`src/rtl/inst_fetch_ctrl.sv`:
```
// inst_fetch_ctrl: instruction prefetcher. Streams a run of instruction words
// from DDR over AXI4 read bursts into a first-word-fall-through FIFO that
// feeds the decoder through a valid/ready port. Bursts never cross a 4KB page,
// never exceed MAX_BURST beats and are only issued when the FIFO has room for
// every beat already in flight plus the new burst, so R data is always
// accepted. Up to MAX_OUTST bursts may be outstanding.
// Optional feature: define INST_FETCH_ABORT_EN to add an abort input that
// cancels a running fetch, discards its in-flight data and flushes the FIFO.
module inst_fetch_ctrl #(
  parameter int ID_W       = 10,
  parameter int ADDR_W     = 32,
  parameter int DATA_W     = 32,
  parameter int LEN_W      = 24,
  parameter int MAX_BURST  = 16,
  parameter int FIFO_DEPTH = 64,
  parameter int MAX_OUTST  = 2,
  parameter int ARID_VAL   = 0
) (
  input  logic              clk,
  input  logic              rst_n,
  input  logic              init_cmptd,
  input  logic              start,
  input  logic [ADDR_W-1:0] start_addr,
  input  logic [LEN_W-1:0]  len,
`ifdef INST_FETCH_ABORT_EN
  input  logic              abort,
`endif
  output logic [ID_W-1:0]   axi_arid,
  output logic [ADDR_W-1:0] axi_araddr,
  output logic [7:0]        axi_arlen,
  output logic [2:0]        axi_arsize,
  output logic [1:0]        axi_arburst,
  output logic              axi_arvalid,
  input  logic              axi_arready,
  input  logic [ID_W-1:0]   axi_rid,
  input  logic [DATA_W-1:0] axi_rdata,
  input  logic [1:0]        axi_rresp,
  input  logic              axi_rlast,
  input  logic              axi_rvalid,
  output logic              axi_rready,
  output logic              out_valid,
  output logic [DATA_W-1:0] out_data,
  input  logic              out_ready,
  output logic              busy,
  output logic              done,
  output logic              rd_err
);

  localparam int BYTES = DATA_W / 8;
  localparam int SZ    = $clog2(BYTES);
  localparam int PW    = $clog2(FIFO_DEPTH);
  localparam int CW    = PW + 1;

  typedef enum logic [1:0] {IDLE, ISSUE, DRAIN} state_t;

  state_t            state, next_state;
  logic              soft_rst;
  logic              start_q;
  logic              launch;
  logic [ADDR_W-1:0] addr;
  logic [LEN_W-1:0]  remaining;
  logic [CW-1:0]     reserved;
  logic [CW-1:0]     count;
  logic [2:0]        outst;
  logic [PW-1:0]     wr_ptr, rd_ptr;
  logic [DATA_W-1:0] mem [FIFO_DEPTH];
  logic              arvalid_q;
  logic [ADDR_W-1:0] araddr_q;
  logic [7:0]        arlen_q;
  logic              zero_done_q;
  logic              rd_err_q;
  logic [12:0]       page_beats;
  logic [8:0]        burst_beats;
  logic [8:0]        held_beats;
  logic              credit_ok;
  logic              want_ar;
  logic              ar_fire, r_fire, push, pop;
  logic              last_ar;
  logic              drain_exit;
  logic              flush;
  logic              abort_req;
  logic              aborted_q;
  logic              unused_ok;

  // Losing DDR calibration is treated exactly like a reset.
  assign soft_rst  = !rst_n || !init_cmptd;
  assign launch    = (state == IDLE) && start && !start_q;

  // The read ID is never checked; this just keeps it from looking forgotten.
  assign unused_ok = ^axi_rid;

  // Burst sizing: the smallest of the beats left, MAX_BURST and the room to the page end.
  assign page_beats = (13'd4096 - {1'b0, addr[11:0]}) >> SZ;
  always_comb begin
    burst_beats = 9'(MAX_BURST);
    if (32'(page_beats) < 32'(burst_beats)) burst_beats = 9'(page_beats);
    if (32'(remaining) < 32'(burst_beats)) burst_beats = 9'(remaining);
  end

  assign held_beats = {1'b0, arlen_q} + 9'd1;
  assign credit_ok  = (outst < 3'(MAX_OUTST)) &&
                      (32'(count) + 32'(reserved) + 32'(burst_beats) <= 32'(FIFO_DEPTH));
  assign want_ar    = (state == ISSUE) && !arvalid_q && (remaining != '0) &&
                      !aborted_q && !abort_req && credit_ok;

  assign ar_fire    = arvalid_q && axi_arready;
  assign r_fire     = axi_rvalid && axi_rready;
  assign pop        = out_valid && out_ready;
  assign push       = r_fire && !aborted_q && !abort_req;
  assign last_ar    = ar_fire && (aborted_q || abort_req || (32'(remaining) == 32'(held_beats)));
  assign drain_exit = (outst == 3'd0) || (r_fire && axi_rlast && (outst == 3'd1));

`ifdef INST_FETCH_ABORT_EN
  assign abort_req = abort && (state != IDLE);

  // Remembers that the running fetch was cancelled until its last beat has drained.
  always_ff @(posedge clk) begin
    if (soft_rst) aborted_q <= 1'b0;
    else if (abort_req) aborted_q <= 1'b1;
    else if (state == DRAIN && drain_exit) aborted_q <= 1'b0;
  end
`else
  assign abort_req = 1'b0;
  assign aborted_q = 1'b0;
`endif

  assign flush = abort_req || (aborted_q && (state == DRAIN) && drain_exit);

  // FSM state register.
  always_ff @(posedge clk) begin
    if (soft_rst) state <= IDLE;
    else state <= next_state;
  end

  // FSM next state: issue bursts, then wait for the last outstanding beat.
  always_comb begin
    next_state = state;
    case (state)
      IDLE:  if (launch && (len != '0)) next_state = ISSUE;
      ISSUE: begin
        if (last_ar) next_state = DRAIN;
        else if ((abort_req || aborted_q) && !arvalid_q) next_state = DRAIN;
      end
      DRAIN: if (drain_exit) next_state = IDLE;
      default: next_state = IDLE;
    endcase
  end

  // Fetch bookkeeping: address/length walk, AR request, credits and error flag.
  always_ff @(posedge clk) begin
    if (soft_rst) begin
      start_q     <= 1'b0;
      zero_done_q <= 1'b0;
      rd_err_q    <= 1'b0;
      addr        <= '0;
      remaining   <= '0;
      arvalid_q   <= 1'b0;
      araddr_q    <= '0;
      arlen_q     <= '0;
      reserved    <= '0;
      outst       <= '0;
    end else begin
      start_q     <= start;
      zero_done_q <= launch && (len == '0);
      if (launch) begin
        rd_err_q  <= 1'b0;
        addr      <= start_addr;
        remaining <= len;
      end else begin
        if (r_fire && (axi_rresp != 2'b00)) rd_err_q <= 1'b1;
        if (want_ar) begin
          arvalid_q <= 1'b1;
          araddr_q  <= addr;
          arlen_q   <= 8'(burst_beats - 9'd1);
        end
        if (ar_fire) begin
          arvalid_q <= 1'b0;
          addr      <= addr + (ADDR_W'(held_beats) << SZ);
          if (!aborted_q && !abort_req) remaining <= remaining - LEN_W'(held_beats);
        end
        if (abort_req) remaining <= '0;
      end
      reserved <= reserved + (ar_fire ? CW'(held_beats) : CW'(0)) - CW'(r_fire);
      outst    <= outst + 3'(ar_fire) - 3'(r_fire && axi_rlast);
    end
  end

  // FIFO pointers and occupancy; push and pop in one cycle leave the count as is.
  always_ff @(posedge clk) begin
    if (soft_rst || flush) begin
      wr_ptr <= '0;
      rd_ptr <= '0;
      count  <= '0;
    end else begin
      if (push) wr_ptr <= wr_ptr + 1'b1;
      if (pop) rd_ptr <= rd_ptr + 1'b1;
      count <= count + CW'(push) - CW'(pop);
    end
  end

  // FIFO storage.
  always_ff @(posedge clk) begin
    if (push) mem[wr_ptr] <= axi_rdata;
  end

  assign axi_arid    = ID_W'(ARID_VAL);
  assign axi_araddr  = araddr_q;
  assign axi_arlen   = arlen_q;
  assign axi_arsize  = 3'(SZ);
  assign axi_arburst = {1'b0, arvalid_q};
  assign axi_arvalid = arvalid_q;
  assign axi_rready  = busy;
  assign busy        = (state != IDLE);
  assign out_valid   = (count != '0);
  assign out_data    = out_valid ? mem[rd_ptr] : '0;
  assign done        = zero_done_q || ((state == DRAIN) && drain_exit && !aborted_q && !abort_req);
  assign rd_err      = rd_err_q;

endmodule

```
`config.mk`:
```
export PLATFORM = sky130hd
export DESIGN_NAME = inst_fetch_ctrl
export DESIGN_NICKNAME = d
export VERILOG_FILES = /design/src/rtl/inst_fetch_ctrl.sv
export SDC_FILE = /design/constraint.sdc
export NUM_CORES = 2
export LEC_CHECK = 0
export BUFFER_PORTS_ARGS = -buffer_cell sky130_fd_sc_hd__clkbuf_2
export CAP_MARGIN = 10
export CORE_MARGIN = 2
export CORE_UTILIZATION = 45
export CTS_BUF_LIST = sky130_fd_sc_hd__clkbuf_2
export DETAILED_ROUTE_END_ITERATION = 16
export PLACE_DENSITY_LB_ADDON = 0.1
export SYNTH_ARGS = -nofsm -noshare
export SYNTH_HDL_FRONTEND = slang
export SYNTH_SLANG_ARGS = --single-unit
```
`constraint.sdc`:
```
create_clock -name clk -period 16.8 [get_ports clk]
set_input_delay 0.84 -clock clk [delete_from_list [all_inputs] [get_ports clk]]
set_output_delay 0.84 -clock clk [all_outputs]
set_load 0.01 [all_outputs]
```
==> flow_summary.toml <==
[detailed_routing]
highest_layer = "met4"
routed_wl_mm = 229
wl_met2_mm = 111
drtPass1Iterations = 5
wl_met3_mm = 13.5
drt_iter0_drc = 4271
final_antenna_net_count = 0
drcViolationCount = 0
vias_per_cell = 5.71
met1_length_mm = 98.0
routedWlPerCell_um = 29.0
vias = 45200

[global_routing]
groute.usage.overall_pct = 23.5
grt_max_degree = 124
grt_pass1_wl_mm = 329
antenna_found_initial = 10
overflow = 0
grt_pass1_vias = 47400

[cts]
cts_tree = "built"
cts-resized-gates = 0
clockBufferDepth = 4
hold_buffers = 257
post_cts_buffers = 0
path_clk_slew_ps = 100
cts_buffers = 583
h-tree-depth = 6
worst_skew_pair.late_latency_ps = 1850
clock-sinks = 2185
root_buffer = "clkbuf_2"

[layout]
final_common_cell = "edfxtp_1"
regArea_sq_um = 64300
multi_input_area_sq_um = 21300
drive_gt1_share_pct = 35.6
final_cell_mix = "2048 x edfxtp_1, 1023 x clkbuf_2, 640 x mux4_2"
finish.instance_area_sq_um = 98300
syn_to_final_growth_pct = 14.0
fin_cells = 7903
final_nets = 5210
fill_cells = 15500

[placed_design]
portBuffers = 176
dp.cells = 6688
gp_congestion = 0.830
place_hpwl_mm = 120
post_dp_cell_area_sq_um = 90800

[setup_path]
path_max_fanout = 123
startpoint_type = "flip-flop"
crit_chain = "buf_4 -> buf_12 -> buf_12 -> mux4_2 -> mux4_2 -> mux2i_1 -> o22ai_1 -> clkbuf_2"
worstSetupPathType = "flip-flop to output pin"
slowest_stage = "dfxtp_4"
r2r-start = "addr[2]$_SDFFE_PP0N_"
cp-end-kind = "output pin"
cp.required_ps = 15960
max_stage_delay_ps = 860
crit_arrival_ps = 7120

[sta]
fin_setup_tns_ps = 0
min_period_ps = 7960
min_period_over_period_pct = 47.4
finalSetupViolCount = 0
finalHoldViolCount = 0
tightestPinTransition_ps = 1260
slew_violations = 0
hold_ws_ps = 247
maxSlewHeadroom_pct = 16.2
fin_skew_ps = 128
fmax_ghz = 0.126
rsz0062_at_grt = "false"

[power_and_ir_drop]
power.leakage_nw = 31.4
pwr_density_cell_nw_per_um2 = 111
vdd_drop_max_mv = 0.0581
power_mw = 10.9

[logic_synthesis]
yosysTopAreaCell = "edfxtp_1"
ys_warn_count = 0
ys_seq_elements = 2185
synth_area_sq_um = 86200
synth_top_area_share_pct = 71.3
async_flop_share_pct = 0
synth_edf_count = 2048
synthDistinctLibCells = 75
netlist_instances = 4085
synth_area_leaders = "edfxtp_1 71%, mux4_2 17%, dfxtp_1 3.2%"
synth_ff_type = "edfxtp_1"
synth.avg_cell_area_sq_um = 21.1
synth_sequential_area_ratio_pct = 74.5

[flow_run]
maxCapViolCount = 0

[die]
start_util_pct = 45.3
pin_count = 201
die_h_um = 442
core_sq_um = 190000
die_width_um = 442
die-area_sq_um = 195000
row_count = 160

[min_path]
hp-class = "input pin to flip-flop"
hp-start = "axi_rdata[5]"

[run_status]
status = "complete, no violations"
## worst paths after layout
| kind | to | slack (ps) | cells past startpoint |
|---|---|---|---|
| worst max-delay path | out_data[17] | 8840 | 8 |
| worst min-delay path | mem[30][5]$_DFFE_PP_ | 250 | 3 |
| worst max register to register | axi_arlen[6]$_SDFFE_PP0P_ | 9900 | 23 |
| worst min register to register | axi_araddr[25]$_SDFFE_PP0P_ | 450 | 2 |
## logic make-up (layout without fill, tap and decap cells)
family / count (synthesis) / after routing / synth area share [%]
other: 2 / 33 / 0.00871
XOR/XNOR: 79 / 79 / 0.802
multiplexers: 705 / 705 / 17.5
AO/OA/AOI/OAI: 285 / 285 / 2.07
AND/OR/NAND/NOR: 466 / 466 / 2.50
flip-flops: 2185 / 2185 / 74.5
buffers and inverters: 289 / 1565 / 1.46
adder cells (fa/ha/maj): 74 / 74 / 1.19
## report_power, final
part / leakage, nW / total (mW) / internal, mW / switching, mW
registers: 19.5 / 5.99 / 5.95 / 0.0404
clock network: 3.78 / 3.53 / 1.42 / 2.11
logic: 8.09 / 1.38 / 0.635 / 0.750
total: 31.4 / 10.9 / 8.01 / 2.90
## synthesized netlist by cell type (all sizes together), types with 22 or more instances
master	count
edfxtp	2048
mux4	640
nand2	157
nor2	150
dfxtp	137
clkbuf	126
a21oi	101
buf	98
inv	65
mux2i	65
ha	61
o21ai	57
xnor2	56
nor3	33
o22ai	32
xor2	23
nand3	22
## state kept, by name (all words and copies together) (netlist names), named ones only
signal	cells
addr	32
axi_araddr	32
axi_arlen	8
axi_arvalid	1
count	7
mem	2048
outst	3
rd_err	1
rd_ptr	6
remaining	24
reserved	7
start_q	1
state	2
wr_ptr	6
zero_done_q	1
## worst max-delay path: cells and delay by family, from the launching register on
kind	cells	cell delay, ps
multiplexers	3	1610
AO/OA/AOI/OAI	1	270
flip-flops	1	860
buffers and inverters	4	2130
## per-stage QoR
| step | util, % | worst slack [ps] |
|---|---|---|
| CTS | 51.5 | 8620 |
| global placement | 47.7 | 10070 |
| floorplan | - | 11330 |
| detailed placement | 47.7 | 10040 |
| global route | 51.6 | 8560 |
| finish | 51.6 | 8840 |
## metal layers
| layer | GRT usage [%] | up-vias |
|---|---|---|
| li1 | - | 19200 |
| met1 | 32.4 | 24000 |
| met2 | 37.5 | 1576 |
| met3 | 4.51 | 390 |
| met4 | 8.33 | 0 |
| met5 | 0 | - |
## final cells by class
| type | instances | share of cell area [%] |
|---|---|---|
| Clock inverter | 87 | 0.533 |
| Tap cell | 2511 | 3.20 |
| Sequential cell | 2185 | 65.4 |
| Clock buffer | 847 | 4.31 |
| Multi-Input combinational cell | 1627 | 21.7 |
| Antenna cell | 15 | 0.0382 |
| Inverter | 65 | 0.248 |
| Timing Repair Buffer | 566 | 4.65 |
No activity file was read; power rests on OpenSTA's default activity.
